**config.mk**
```make
export PLATFORM = sky130hd
export DESIGN_NAME = bit_serializer
export DESIGN_NICKNAME = d
export VERILOG_FILES = /design/src/rtl/serdes_pkg.sv /design/src/rtl/bit_serializer.sv
export SDC_FILE = /design/constraint.sdc
export NUM_CORES = 1
export LEC_CHECK = 0
export BUFFER_PORTS_ARGS = -buffer_cell sky130_fd_sc_hd__buf_4
export CELL_PAD_IN_SITES_DETAIL_PLACEMENT = 0
export CELL_PAD_IN_SITES_GLOBAL_PLACEMENT = 1
export CORE_MARGIN = 3
export CORE_UTILIZATION = 39
export DETAILED_ROUTE_END_ITERATION = 16
export GPL_ROUTABILITY_DRIVEN = 0
export PLACE_DENSITY_LB_ADDON = 0.15
export RECOVER_POWER = 50
export SYNTH_ARGS = -nofsm -noshare
export SYNTH_HDL_FRONTEND = slang
export SYNTH_SLANG_ARGS = --single-unit
```
**constraint.sdc**
```tcl
create_clock -name clk_i -period 1.55 [get_ports clk_i]
set_input_delay 0.0775 -clock clk_i [delete_from_list [all_inputs] [get_ports clk_i]]
set_output_delay 0.0775 -clock clk_i [all_outputs]
set_load 0.005 [all_outputs]
```
**src/rtl/serdes_pkg.sv**
```systemverilog
// serdes_pkg -- shared definitions for the serializer/deserializer blocks.
//   DEFAULT_WIDTH : default parallel word width for bit_serializer
//   ser_state_e   : serializer FSM states (IDLE, SHIFT)
package serdes_pkg;

    localparam int DEFAULT_WIDTH = 8;

    typedef enum logic {
        IDLE  = 1'b0,
        SHIFT = 1'b1
    } ser_state_e;

endpackage : serdes_pkg

```
**src/rtl/bit_serializer.sv**
```systemverilog
// bit_serializer -- parallel-to-serial converter, MSB first, with a one-entry
// holding register so consecutive words stream with no bubble cycles.
//
// Ports
//   clk_i         : clock, all state changes on rising edge
//   rst_i         : asynchronous active-high reset
//   flush_i       : synchronous clear of shifter, holding register, counter, FSM
//   word_i        : parallel word (WIDTH bits)
//   word_valid_i  : word_i offered
//   word_ready_o  : word accepted this cycle if word_valid_i (holding empty, no flush)
//   data_o        : serial bit (0 whenever valid_o is 0)
//   valid_o       : data_o valid
//   busy_o        : shifting or holding register occupied
//   word_count_o  : (BIT_SERIALIZER_STATUS_EN only) saturating count of fully
//                   transmitted words, cleared by rst_i and flush_i
//
// Optional feature macro: BIT_SERIALIZER_STATUS_EN
module bit_serializer
    import serdes_pkg::*;
#(
    parameter int WIDTH = DEFAULT_WIDTH
) (
    input  logic             clk_i,
    input  logic             rst_i,
    input  logic             flush_i,
    input  logic [WIDTH-1:0] word_i,
    input  logic             word_valid_i,
    output logic             word_ready_o,
    output logic             data_o,
    output logic             valid_o,
`ifdef BIT_SERIALIZER_STATUS_EN
    output logic [15:0]      word_count_o,
`endif
    output logic             busy_o
);

    localparam int             CW       = $clog2(WIDTH);
    localparam logic [CW-1:0]  LAST_CNT = CW'(WIDTH - 1);

    ser_state_e       state_q, state_d;
    logic [WIDTH-1:0] shreg_q;
    logic [WIDTH-1:0] hold_q;
    logic             hold_full_q;
    logic [CW-1:0]    cnt_q;

    logic accept;
    logic last_bit;
    logic load_hold;   // held word -> shifter
    logic load_word;   // word_i    -> shifter directly
    logic park;        // word_i    -> holding register

    assign word_ready_o = ~hold_full_q & ~flush_i;
    assign accept       = word_valid_i & word_ready_o;
    assign last_bit     = (state_q == SHIFT) && (cnt_q == LAST_CNT);

    assign valid_o = (state_q == SHIFT);
    assign data_o  = valid_o & shreg_q[WIDTH-1];
    assign busy_o  = (state_q == SHIFT) | hold_full_q;

    // FSM state register
    always_ff @(posedge clk_i or posedge rst_i) begin
        if (rst_i) state_q <= IDLE;
        else       state_q <= state_d;
    end

    // Next state and datapath steering
    always_comb begin
        state_d   = state_q;
        load_hold = 1'b0;
        load_word = 1'b0;
        park      = 1'b0;
        case (state_q)
            IDLE: begin
                if (hold_full_q) begin
                    load_hold = 1'b1;
                    state_d   = SHIFT;
                end else if (accept) begin
                    load_word = 1'b1;
                    state_d   = SHIFT;
                end
            end
            SHIFT: begin
                if (last_bit) begin
                    // Refill on the edge that ends the last bit: held word
                    // first, otherwise a word accepted on this very edge.
                    if (hold_full_q)  load_hold = 1'b1;
                    else if (accept)  load_word = 1'b1;
                    else              state_d   = IDLE;
                end else if (accept) begin
                    park = 1'b1;
                end
            end
            default: state_d = IDLE;
        endcase
        if (flush_i) begin
            state_d   = IDLE;
            load_hold = 1'b0;
            load_word = 1'b0;
            park      = 1'b0;
        end
    end

    // Shifter, bit counter and holding register
    always_ff @(posedge clk_i or posedge rst_i) begin
        if (rst_i) begin
            shreg_q     <= '0;
            cnt_q       <= '0;
            hold_q      <= '0;
            hold_full_q <= 1'b0;
        end else if (flush_i) begin
            shreg_q     <= '0;
            cnt_q       <= '0;
            hold_q      <= '0;
            hold_full_q <= 1'b0;
        end else begin
            if (load_hold) begin
                shreg_q <= hold_q;
                cnt_q   <= '0;
            end else if (load_word) begin
                shreg_q <= word_i;
                cnt_q   <= '0;
            end else if (last_bit) begin
                // Word done with nothing queued: park the counter at 0
                // rather than letting it run past WIDTH-1.
                shreg_q <= '0;
                cnt_q   <= '0;
            end else if (state_q == SHIFT) begin
                shreg_q <= {shreg_q[WIDTH-2:0], 1'b0};
                cnt_q   <= cnt_q + 1'b1;
            end

            if (load_hold) hold_full_q <= 1'b0;
            if (park) begin
                hold_q      <= word_i;
                hold_full_q <= 1'b1;
            end
        end
    end

`ifdef BIT_SERIALIZER_STATUS_EN
    logic [15:0] word_cnt_q;

    always_ff @(posedge clk_i or posedge rst_i) begin
        if (rst_i)                                 word_cnt_q <= '0;
        else if (flush_i)                          word_cnt_q <= '0;
        else if (last_bit && word_cnt_q != 16'hFFFF) word_cnt_q <= word_cnt_q + 16'd1;
    end

    assign word_count_o = word_cnt_q;
`endif

endmodule : bit_serializer

```
==> flow_metrics.tcl <==
set metrics [dict create \
    slew-limit-headroom 0.626 \
    rows 19 \
    overflow 0 \
    violations "setup timing" \
    seq_power_share 0.520 \
    layout_commonest_cell "buf_4" \
    syn_to_final_growth_pct 37.5 \
    die-area_mm2 0.00381 \
    tns_ns -0.683 \
    core_area_mm2 0.00285 \
    cts_tree "built" \
    cp-end-kind "flip-flop" \
    hold_viol_final 0 \
    outcome "complete, but fails checks" \
    die_y_um 61.7 \
    min_path_type "primary input to flip-flop" \
    drc 0 \
    grt_pass1_wl_um 4760 \
    cts_buffers 3 \
    clkSlewWorstSetupHoldPaths_ns 0.13 \
    netlist_instances 127 \
    final_nets 184 \
    initial_core_util 0.424 \
    intPower_mw 0.837 \
    ant_nets 0 \
    antenna_found_initial 0 \
    grt_max_degree 22 \
    holdWs_ns 0.0766 \
    via_count 1109 \
    peakVddDrop_mv 0.447 \
    detail_route.iter0.violations 41 \
    synth_area_mm2 0.00121 \
    yosysWarnings 0 \
    grt_usage 0.173 \
    wl_per_cell_um 14.7 \
    firstDrtPassIters 4 \
    fin_skew_ns 0.0154 \
    cp-start-kind "flip-flop" \
    fmax_ghz 0.615 \
    layout_setup_ws_ns -0.0766 \
    cts.path.max_buffers 2 \
    syn_area_per_cell_um2 9.53 \
    path_max_fanout 6 \
    powerDensity_mw_per_mm2 719 \
    final_cells 200 \
    ys_seq_area_frac 0.434 \
    pwr-share-comb 0.254 \
    io_pins 16 \
    p_sw_frac 0.300 \
    p_switching_mw 0.359 \
    io_buffer_count 15 \
    setup_viol 15 \
    maxCapViolCount 0 \
    period_minus_slack_ns 1.63 \
    viasPerCell 5.55 \
    arrival_ns 1.84 \
    die_w_um 61.7 \
    diodes 0 \
    insertion_delay_ns 0.31 \
    worstMarginPinSlew_ns 0.561 \
    synth_nets 141 \
    rsz0062_at_grt "yes" \
    path_class "flip-flop to flip-flop" \
    drv_slew 0 \
    drive_above_1_share 0.385 \
    first_global_vias 1016 \
    synth_cell_types 34 \
    dp_hpwl_um 2030 \
    r2r_setup_slack_ns -0.08 \
    min_period_over_period 1.05 \
    wirelength_um 2950 \
    p_clk_frac 0.226 \
    ys_ff_latch 21 \
    final_cell_mix "32 x buf_4, 21 x dfrtp_1, 19 x nand2_1" \
    htreeDepth 1 \
    p_leak_nw 0.736 \
    place_inst 182 \
    clock-sinks 21 \
    required_ns 1.76 \
    root_buffer "clkbuf_4" \
]
Yosys cell counts:
library cell	number	area, um^2
a21o_1	2	15.0
nor3_4	1	16.3
nand2_1	21	78.8
nor4_4	1	21.3
o21a_1	4	30.0
dfrtp_1	21	526
a31oi_1	5	31.3
nor3_1	1	5.00
nand2b_1	2	12.5
and2_1	2	12.5
mux2_2	1	11.3
buf_2	1	5.00
inv_1	7	26.3
o2bb2ai_1	1	8.76
a21bo_1	1	10.0
a32oi_1	5	43.8
o22ai_1	4	25.0
a221oi_1	1	8.76
o21ai_1	1	5.00
buf_4	1	7.51
o221ai_1	1	8.76
nor4b_4	1	23.8
nor2_1	6	22.5
a21oi_1	3	15.0
nand3b_1	1	7.51
buf_6	6	67.6
nand3_1	3	15.0
nor2_2	2	12.5
o21ai_0	15	75.1
nand2b_4	1	13.8
a21oi_2	1	8.76
ha_1	2	25.0
nand2_2	1	6.26
a22o_1	1	8.76
path summary, 6_finish.rpt:
kind,from,end,cells past startpoint
hold / removal,flush_i,shreg_q[6]$_DFFE_PP0P_,2
hold reg to reg,cnt_q[1]$_DFFE_PP0P_,cnt_q[1]$_DFFE_PP0P_,2
min in group asynchronous,rst_i,hold_q[6]$_DFFE_PP0P_,4
setup / recovery,cnt_q[0]$_DFFE_PP0P_,hold_q[5]$_DFFE_PP0P_,6
max in group asynchronous,rst_i,cnt_q[2]$_DFFE_PP0P_,4
setup reg to reg,cnt_q[0]$_DFFE_PP0P_,hold_q[5]$_DFFE_PP0P_,6
metrics by stage:
| stage | utilization | worst slack [ns] | instance area (um^2) | total power, mW |
|---|---|---|---|---|
| final | 0.583 | -0.0766 | 1660 | 1.20 |
| after global routing | 0.583 | -0.185 | 1660 | 1.27 |
| after CTS | 0.549 | -0.0940 | 1570 | 1.17 |
| after detailed placement | 0.496 | -0.113 | 1410 | 0.878 |
| after global placement | 0.496 | -0.0913 | 1410 | 0.876 |
| after floorplan | - | 0.00575 | 1210 | 0.785 |
sequential cells by signal, indices dropped and copies added, names as in the netlist:
register     count
hold_q           8
shreg_q          8
cnt_q            3
hold_full_q      1
valid_o          1
logic make-up (layout without fill, tap and decap cells):
group / count (synthesis) / count (layout) / share of synthesized area
compound gates: 45 / 45 / 0.243
fa+ha+maj: 2 / 2 / 0.0207
buf+inv: 15 / 56 / 0.0879
flops: 21 / 21 / 0.434
mux: 1 / 1 / 0.00931
simple gates: 43 / 44 / 0.205
cell type report:
type                    instances  area, um^2
fillers                       255        1190
clock inverters                 1        5.00
well taps                      31        38.8
flip-flops and latches         21         526
inverters                       7        26.3
clock buffers                   3        22.5
multi-input cells              92         681
repair buffers                 45         365
critical path, cell delays in order (launching register included):
cell,delay [ns]
dfrtp_1,0.40
ha_2,0.20
ha_4,0.16
nand2b_4,0.17
nor4b_4,0.32
buf_4,0.21
o21ai_0,0.08
timing repair:
item | 4_1_cts | 5_1_grt
setup buffers | 1 | 3
resized for setup | 10 | 19
cloned | 1 | 0
hold buffers | 9 | 0
endpoints found under the hold margin | 29 | 0
setup endpoints to repair | 15 | 19
pin swaps | 9 | 7
power groups by stage:
stage | clock, mW | sequential [mW] | combinational [mW]
floorplan | 0 | 0.616 | 0.169
global placement | 0 | 0.629 | 0.247
detailed placement | 0 | 0.630 | 0.248
CTS | 0.278 | 0.620 | 0.272
global route | 0.306 | 0.627 | 0.334
finish | 0.270 | 0.623 | 0.303
routing by layer:
layer	vias to the layer above	global-route usage	wire [um]
met2	31	0.271	1410
met5	-	0	0
met4	0	0.0727	45
met1	531	0.240	1380
met3	4	0.0248	112
li1	543	-	-
Power figures use the tool's default switching activity.
